<file path="src/rtl/count_step_decoder.sv">
// Observation-side decoder for the up/down step counter: recovers step size and direction
// from consecutive samples, flags illegal deltas and locks on a steady mode. COUNT_DEC_HOLD_EN makes delta 0 a legal hold.
module count_step_decoder #(
    parameter int WIDTH  = 4,
    parameter int LOCK_N = 4,
    parameter int ERR_W  = 8
) (
    input  logic             clk,
    input  logic             rst,
    input  logic             in_valid,
    input  logic [WIDTH-1:0] cnt,
    output logic             dec_valid,
    output logic             step,
    output logic             down,
    output logic             hold,
    output logic             err,
    output logic             mode_chg,
    output logic             locked,
    output logic [ERR_W-1:0] err_count
);

    typedef enum logic [1:0] {
        EMPTY  = 2'd0,
        TRACK  = 2'd1,
        LOCKED = 2'd2
    } state_t;

    localparam logic [WIDTH-1:0] D_UP1   = WIDTH'(1);
    localparam logic [WIDTH-1:0] D_UP2   = WIDTH'(2);
    localparam logic [WIDTH-1:0] D_DOWN1 = {WIDTH{1'b1}};
    localparam logic [WIDTH-1:0] D_DOWN2 = {{(WIDTH-1){1'b1}}, 1'b0};
    localparam logic [3:0]       LOCK_NV = 4'(LOCK_N);

    state_t           state;
    logic [WIDTH-1:0] prev;
    logic [3:0]       run_cnt;
    logic             mode_step;
    logic             mode_down;

    logic [WIDTH-1:0] delta;
    logic             is_move;
    logic             is_hold;
    logic             dec_step;
    logic             dec_down;
    logic             same_mode;
    logic [3:0]       run_next;

    // Modular subtraction makes wrap-around (e.g. 15 -> 0) decode as an ordinary step.
    assign delta     = cnt - prev;
    assign is_move   = (delta == D_UP1) || (delta == D_UP2) ||
                       (delta == D_DOWN1) || (delta == D_DOWN2);
    assign dec_step  = (delta == D_UP2) || (delta == D_DOWN2);
    assign dec_down  = (delta == D_DOWN1) || (delta == D_DOWN2);
    assign same_mode = (dec_step == mode_step) && (dec_down == mode_down);
    assign run_next  = same_mode ? run_cnt + 4'd1 : 4'd1;
    assign locked    = (state == LOCKED);

`ifdef COUNT_DEC_HOLD_EN
    logic hold_q;
    assign is_hold = (delta == '0);
    assign hold    = hold_q;
`else
    assign is_hold = 1'b0;
    assign hold    = 1'b0;
`endif

    always_ff @(posedge clk) begin
        if (rst) begin
            state     <= EMPTY;
            prev      <= '0;
            run_cnt   <= '0;
            mode_step <= 1'b0;
            mode_down <= 1'b0;
            dec_valid <= 1'b0;
            step      <= 1'b0;
            down      <= 1'b0;
            err       <= 1'b0;
            mode_chg  <= 1'b0;
            err_count <= '0;
`ifdef COUNT_DEC_HOLD_EN
            hold_q    <= 1'b0;
`endif
        end else begin
            dec_valid <= 1'b0;
            err       <= 1'b0;
            mode_chg  <= 1'b0;
            if (in_valid) begin
                // prev follows every sample, even illegal ones, so decoding resynchronises.
                prev <= cnt;
                if (state == EMPTY) begin
                    state <= TRACK;
                end else if (is_move) begin
                    dec_valid <= 1'b1;
                    step      <= dec_step;
                    down      <= dec_down;
`ifdef COUNT_DEC_HOLD_EN
                    hold_q    <= 1'b0;
`endif
                    if (state == LOCKED) begin
                        if (!same_mode) begin
                            mode_chg  <= 1'b1;
                            state     <= TRACK;
                            run_cnt   <= 4'd1;
                            mode_step <= dec_step;
                            mode_down <= dec_down;
                        end
                    end else begin
                        run_cnt   <= run_next;
                        mode_step <= dec_step;
                        mode_down <= dec_down;
                        if (run_next >= LOCK_NV) state <= LOCKED;
                    end
                end else if (is_hold) begin
                    dec_valid <= 1'b1;
`ifdef COUNT_DEC_HOLD_EN
                    hold_q    <= 1'b1;
`endif
                end else begin
                    err     <= 1'b1;
                    run_cnt <= '0;
                    state   <= TRACK;
                    if (err_count != {ERR_W{1'b1}}) err_count <= err_count + 1'b1;
                end
            end
        end
    end

endmodule
</file>
<file path="config.mk">
export PLATFORM = sky130hd
export DESIGN_NAME = count_step_decoder
export DESIGN_NICKNAME = d
export VERILOG_FILES = /design/src/rtl/count_step_decoder.sv
export SDC_FILE = /design/constraint.sdc
export NUM_CORES = 1
export LEC_CHECK = 0
export CORE_ASPECT_RATIO = 0.75
export CORE_UTILIZATION = 35
export CTS_BUF_LIST = sky130_fd_sc_hd__clkbuf_4 sky130_fd_sc_hd__clkbuf_8
export DETAILED_ROUTE_END_ITERATION = 10
export SYNTH_ARGS = -nofsm -noshare
export SYNTH_HDL_FRONTEND = slang
export SYNTH_SLANG_ARGS = --single-unit
</file>
<file path="constraint.sdc">
create_clock -name clk -period 4.05 [get_ports clk]
set_input_delay 1.0125 -clock clk [delete_from_list [all_inputs] [get_ports clk]]
set_output_delay 1.0125 -clock clk [all_outputs]
set_load 0.05 [all_outputs]
</file>
# After elaboration in Yosys (flattened, before gate mapping)
# Cells that the tools add are included.
totals:
  register_bits: 25
  latchBits: 0
  ramBits: 0
  rom_bits: 0
  input_bits: 7
  output_inout_bits: 15
  wordCells: 61
  memories: 0
op_classes:
  addsub: 3
  multipliers: 0
  div: 0
  n_lt_le_gt_ge: 1
  eq_ne: 12
  shift: 0
  mux: 16
  bitwise_logic: 4
  reduce_logical: 14
ops:
  columns: ["cell", "n"]
  rows:
  - ["4-bit 2-to-1 mux", 4]
  - ["2-bit 2-to-1 mux", 5]
  - ["3-bit AND reduction", 3]
  - ["8-bit by 1-bit adder with 8-bit output, second input constant", 1]
  - ["4-bit equality test, second input constant", 2]
  - ["8-bit != test, second input constant", 1]
  - ["4-bit AND reduction", 2]
  - ["1-bit 2-to-1 mux", 7]
  - ["1-bit logical OR", 5]
  - ["5-bit OR reduction", 1]
  - ["4-bit by 1-bit adder with 4-bit output, second input constant", 1]
  - ["4-bit by 1-bit equality test with 1-bit output, second input constant", 1]
  - ["4-bit by 2-bit equality test with 1-bit output, second input constant", 1]
  - ["4-bit by 3-bit >= comparator with 1-bit output, second input constant", 1]
  - ["4-bit by 2-bit != test with 1-bit output, second input constant", 1]
  - ["4-bit by 3-bit != test with 1-bit output, second input constant", 1]
  - ["1-bit NOT", 4]
  - ["4-bit subtractor", 1]
  - ["3-bit != test, second input constant", 1]
  - ["3-bit OR reduction", 1]
  - ["1-bit equality test", 2]
  - ["2-bit equality test, second input constant", 1]
  - ["2-bit logical NOT", 1]
  - ["2-bit != test, second input constant", 1]
  - ["1-bit logical AND", 1]

# Depth between registers and ports, before layout
depth:
  ltp_word: 11
  ltp_mapped: 12
  depth_no_buf: 10

# Worst setup path before layout
# Ideal clock, no wire load.
synth_path:
  kind: "input-to-reg"
  start: "in cnt[0]"
  end: "reg state[0]"
  setup_ns: 0.117
  t_arrival_ns: 3.111
  t_required_ns: 3.933
  path_slack_ns: 0.823
  path_stages: 12
  path_cell_list: "inv_1 -> ha_1 -> inv_1 -> fa_1 -> buf_4 -> or3_1 -> a211o_1 -> a21oi_1 -> or2_2 -> buf_2 -> nand4_1 -> nor3b_1"
synth_via:
  elab_chain_cells: 9
  word_cells_on_any_way: 20
  classes_between: "1 x add/sub; 1 x order compare; 8 x eq/ne; 3 x mux; 7 x reduce/logical"
synth_lines:
  columns: ["element", "line", "source"]
  rows:
  - ["start, declared", "11", "input logic [WIDTH-1:0] cnt,"]
  - ["4-bit subtractor (*)", "49", "assign delta = cnt - prev;"]
  - ["4-bit by 2-bit equality test with 1-bit output (tied with other cells)", "50, 52", null]
  - ["1-bit logical OR, on equally long branches", "52, 53", null]
  - ["1-bit equality test", "54", "assign same_mode = (dec_step == mode_step) && (dec_down == mode_down);"]
  - ["1-bit logical AND", "54", null]
  - ["4-bit 2-to-1 mux", "55", "assign run_next = same_mode ? run_cnt + 4'd1 : 4'd1;"]
  - ["4-bit by 3-bit >= comparator with 1-bit output", "111", "if (run_next >= LOCK_NV) state <= LOCKED;"]
  - ["4-bit by 2-bit != test with 1-bit output (no source line)", null, null]
  - ["3-bit AND reduction (no source line)", null, null]
  - ["end signal, assigned", "69", "state <= EMPTY;"]
  - ["end signal, assigned", "111", null]
  - ["end signal, assigned", "121", "state <= TRACK;"]
  - ["end, declared", "34", "state_t state;"]
# Mark *: on every way between the ends. The rest lies on a longest branch, timed or not.
# A chain may end at the register's enable or synchronous reset.

# Worst setup path after layout
# Same ends and word-level chain as after synthesis.

==> reports/qor.yml <==
synth_edf_count: 0
cp_max_fo: 8
holdBufCountCts: 0
firstDrtPassIters: 4
cts.htree.levels: 1
final_util: 0.4378
crit_path_cell_trace: "clkdlybuf4s50_1, inv_1, ha_1, inv_1, fa_1, or3_1, a211o_1, a21oi_1, or2_2, nand4_1, nor3b_1"
instances_no_fill: 257
synthCells: 182
ys_ff_latch: 25
ys_seq_area_frac: 0.3289
p_leak_uw: 0.0006414
cts_resized: 0
drt_iter0_drc: 71
reg2reg_slack_ps: 1410
wl_per_cell_um: 13.11
final_area_um2: 1797
tritoncts_num_sinks: 25
cts-root-buf: "clkbuf_8"
cap_violations: 0
status: "finished, final reports clean"
yosysWarnings: 0
min_from: "down"
hold_violations: 0
crit_path_end_kind: "flop"
start_util: 0.3707
finalSetupViolations: 0
grt_pass1_wl_um: 5706
max_freq_mhz: 281.1
ant_nets: 0
slowest_stage: "fa_1"
die-area_um2: 4617
gp_congestion: 0.9806
syn_nets: 195
drt_wl_total_um: 3370
dp.cells: 253
clockBufferDepth: 2
async_flop_share: 0
fin_crit_sh: 0.8785
worst_path_most_repeated_cell: "inv_1"
place.port_buffers: 20
period_needed_ps: 3558
synth.avg_cell_area_um2: 8.360
rr_worst_depth: 9
drv_slew: 0
rows: 20
die_w_um: 78.13
worstMarginPinSlew_ps: 590.1
layout.nets: 216
placed_cell_area_um2: 1750
synthesis.area_um2: 1521
relSlewSlack: 0.6024
vias_per_cell: 5.261
grt_pass1_vias: 1195
cp-start-kind: "primary input"
whs_path_depth: 2
gr-total-overflow: 0
path_class: "primary input to flop"
vias: 1352
cts-buffers-inserted: 3
drive_above_1_share: 0.07921
post-cts-setup-buffer-count: 0
peakVddDrop_mv: 0.1708
hp-class: "flop to flop"
fill_cells: 427
drcViolationCount: 0
dieHeight_um: 59.10
syn2layout_area_growth_pct: 18.09
antenna_cells: 0
worst_clock_skew_ps: 1.566
dp_hpwl_um: 2508
p_per_area_nw_per_um2: 302.1
pin_count: 22
core-area_um2: 4104
synth_top_flop_cell: "dfxtp_1"
cts_tree: "yes"
worstPathRequired_ps: 4200
clk-insertion-delay-late_ps: 270
grt_max_degree: 17
cp.arrival_ps: 3710
max_stage_delay_ps: 520
fin_tns_setup_ps: 0
cts.clk_slew.worst_paths_ps: 90
synth_cell_type_count: 51
rsz0062_at_grt: "no"
antenna_found_initial: 0
grt_usage: 0.1578
worstReg2RegEnd: "state[0]"
min_to: "down"
r2r-start: "prev[0]"
==> layout make-up <==
type	instances	area (µm²)	share of cell area
Tap cell	55	68.82	0.03830
Sequential cell	25	500.5	0.2786
Timing Repair Buffer	23	222.7	0.1240
Clock buffer	3	41.29	0.02298
Inverter	9	33.78	0.01880
Multi-Input combinational cell	141	924.6	0.5146
Clock inverter	1	5.005	0.002786
==> per-stage QoR <==
stage                     setup WS [ps]  hold WS [ps]  total power, µW
after floorplan                   823.0         460.4            365.0
after global routing              267.4         519.8            572.1
final                             492.0         484.3            542.8
after detailed placement          221.2         467.0            395.7
after CTS                         506.3         485.2            544.9
after global placement            292.1         467.9            396.8
==> per-layer routing <==
layer / vias to the layer above / track usage / share of wire
li1: 711 / - / -
met1: 602 / 0.2446 / 0.57
met2: 35 / 0.2155 / 0.37
met5: - / 0 / 0
met3: 4 / 0.04462 / 0.051
met4: 0 / 0.02381 / 0.0092
==> worst max-delay path: cells and delay by family <==
family          cells  cell delay [ps]
compound gates      2              500
fa+ha+maj           2              730
buf+inv             3              590
simple gates        4              880
==> cell usage after synthesis (2+ instances only) <==
cell type	number	area share
nor2_1	16	0.039
o31a_1	2	0.012
nor4_1	2	0.0082
a21oi_1	19	0.062
buf_4	2	0.0099
and3_1	2	0.0082
nand4_1	10	0.041
xor2_1	4	0.023
nor3_1	3	0.0099
ha_1	5	0.041
o21a_1	2	0.0099
nand2_1	15	0.037
o21ai_0	11	0.036
nand3_1	9	0.030
inv_1	9	0.022
clkbuf_8	2	0.018
or3_1	4	0.016
o31ai_1	2	0.0099
mux2i_1	5	0.033
dfxtp_1	25	0.33
a31oi_1	2	0.0082
xnor2_1	2	0.012
==> logic make-up (layout without fill, tap and decap cells) <==
| family | count (synthesis) | count (layout) | synth area share |
|---|---|---|---|
| simple gates | 72 | 72 | 0.2549 |
| compound gates | 50 | 50 | 0.2179 |
| flops | 25 | 25 | 0.3289 |
| buf+inv | 16 | 36 | 0.06331 |
| xor+xnor | 7 | 7 | 0.04523 |
| fa+ha+maj | 6 | 6 | 0.05428 |
| mux | 5 | 5 | 0.03290 |
| other cells | 1 | 1 | 0.002465 |
==> report_power, final <==
group / switching (µW) / leakage [µW] / internal, µW
combinational: 81.5 / 0.000413 / 49.6
clock: 81.8 / 0.0000255 / 68.9
sequential: 8.26 / 0.000203 / 253
total: 172 / 0.000641 / 371
==> registers in the layout (all words and copies together), names as in the netlist, 2 cells and up <==
| signal | count |
|---|---|
| state | 2 |
| prev | 4 |
| err_count | 8 |
| run_cnt | 4 |
==> worst max path at each step <==
stage | start | endpoint | slack [ps]
2_1_floorplan | cnt[0] | state[0] | 820
3_3_place_gp | cnt[0] | state[0] | 290
3_5_place_dp | cnt[0] | state[0] | 220
4_1_cts | cnt[0] | state[0] | 510
5_1_grt | cnt[0] | state[0] | 270
6_report | cnt[0] | state[0] | 490
==> layout by cell type, fill, tap and decap left out, drive strengths merged, types with 5 or more instances in the layout <==
cell and instances:
o21ai 11, nand3 10, nand2 15, clkdlybuf4s50 20
nand4 10, ha 5, mux2i 5, dfxtp 25
xor2 5, inv 9, a21oi 19, nor2 16
Power figures use the tool's default switching activity.
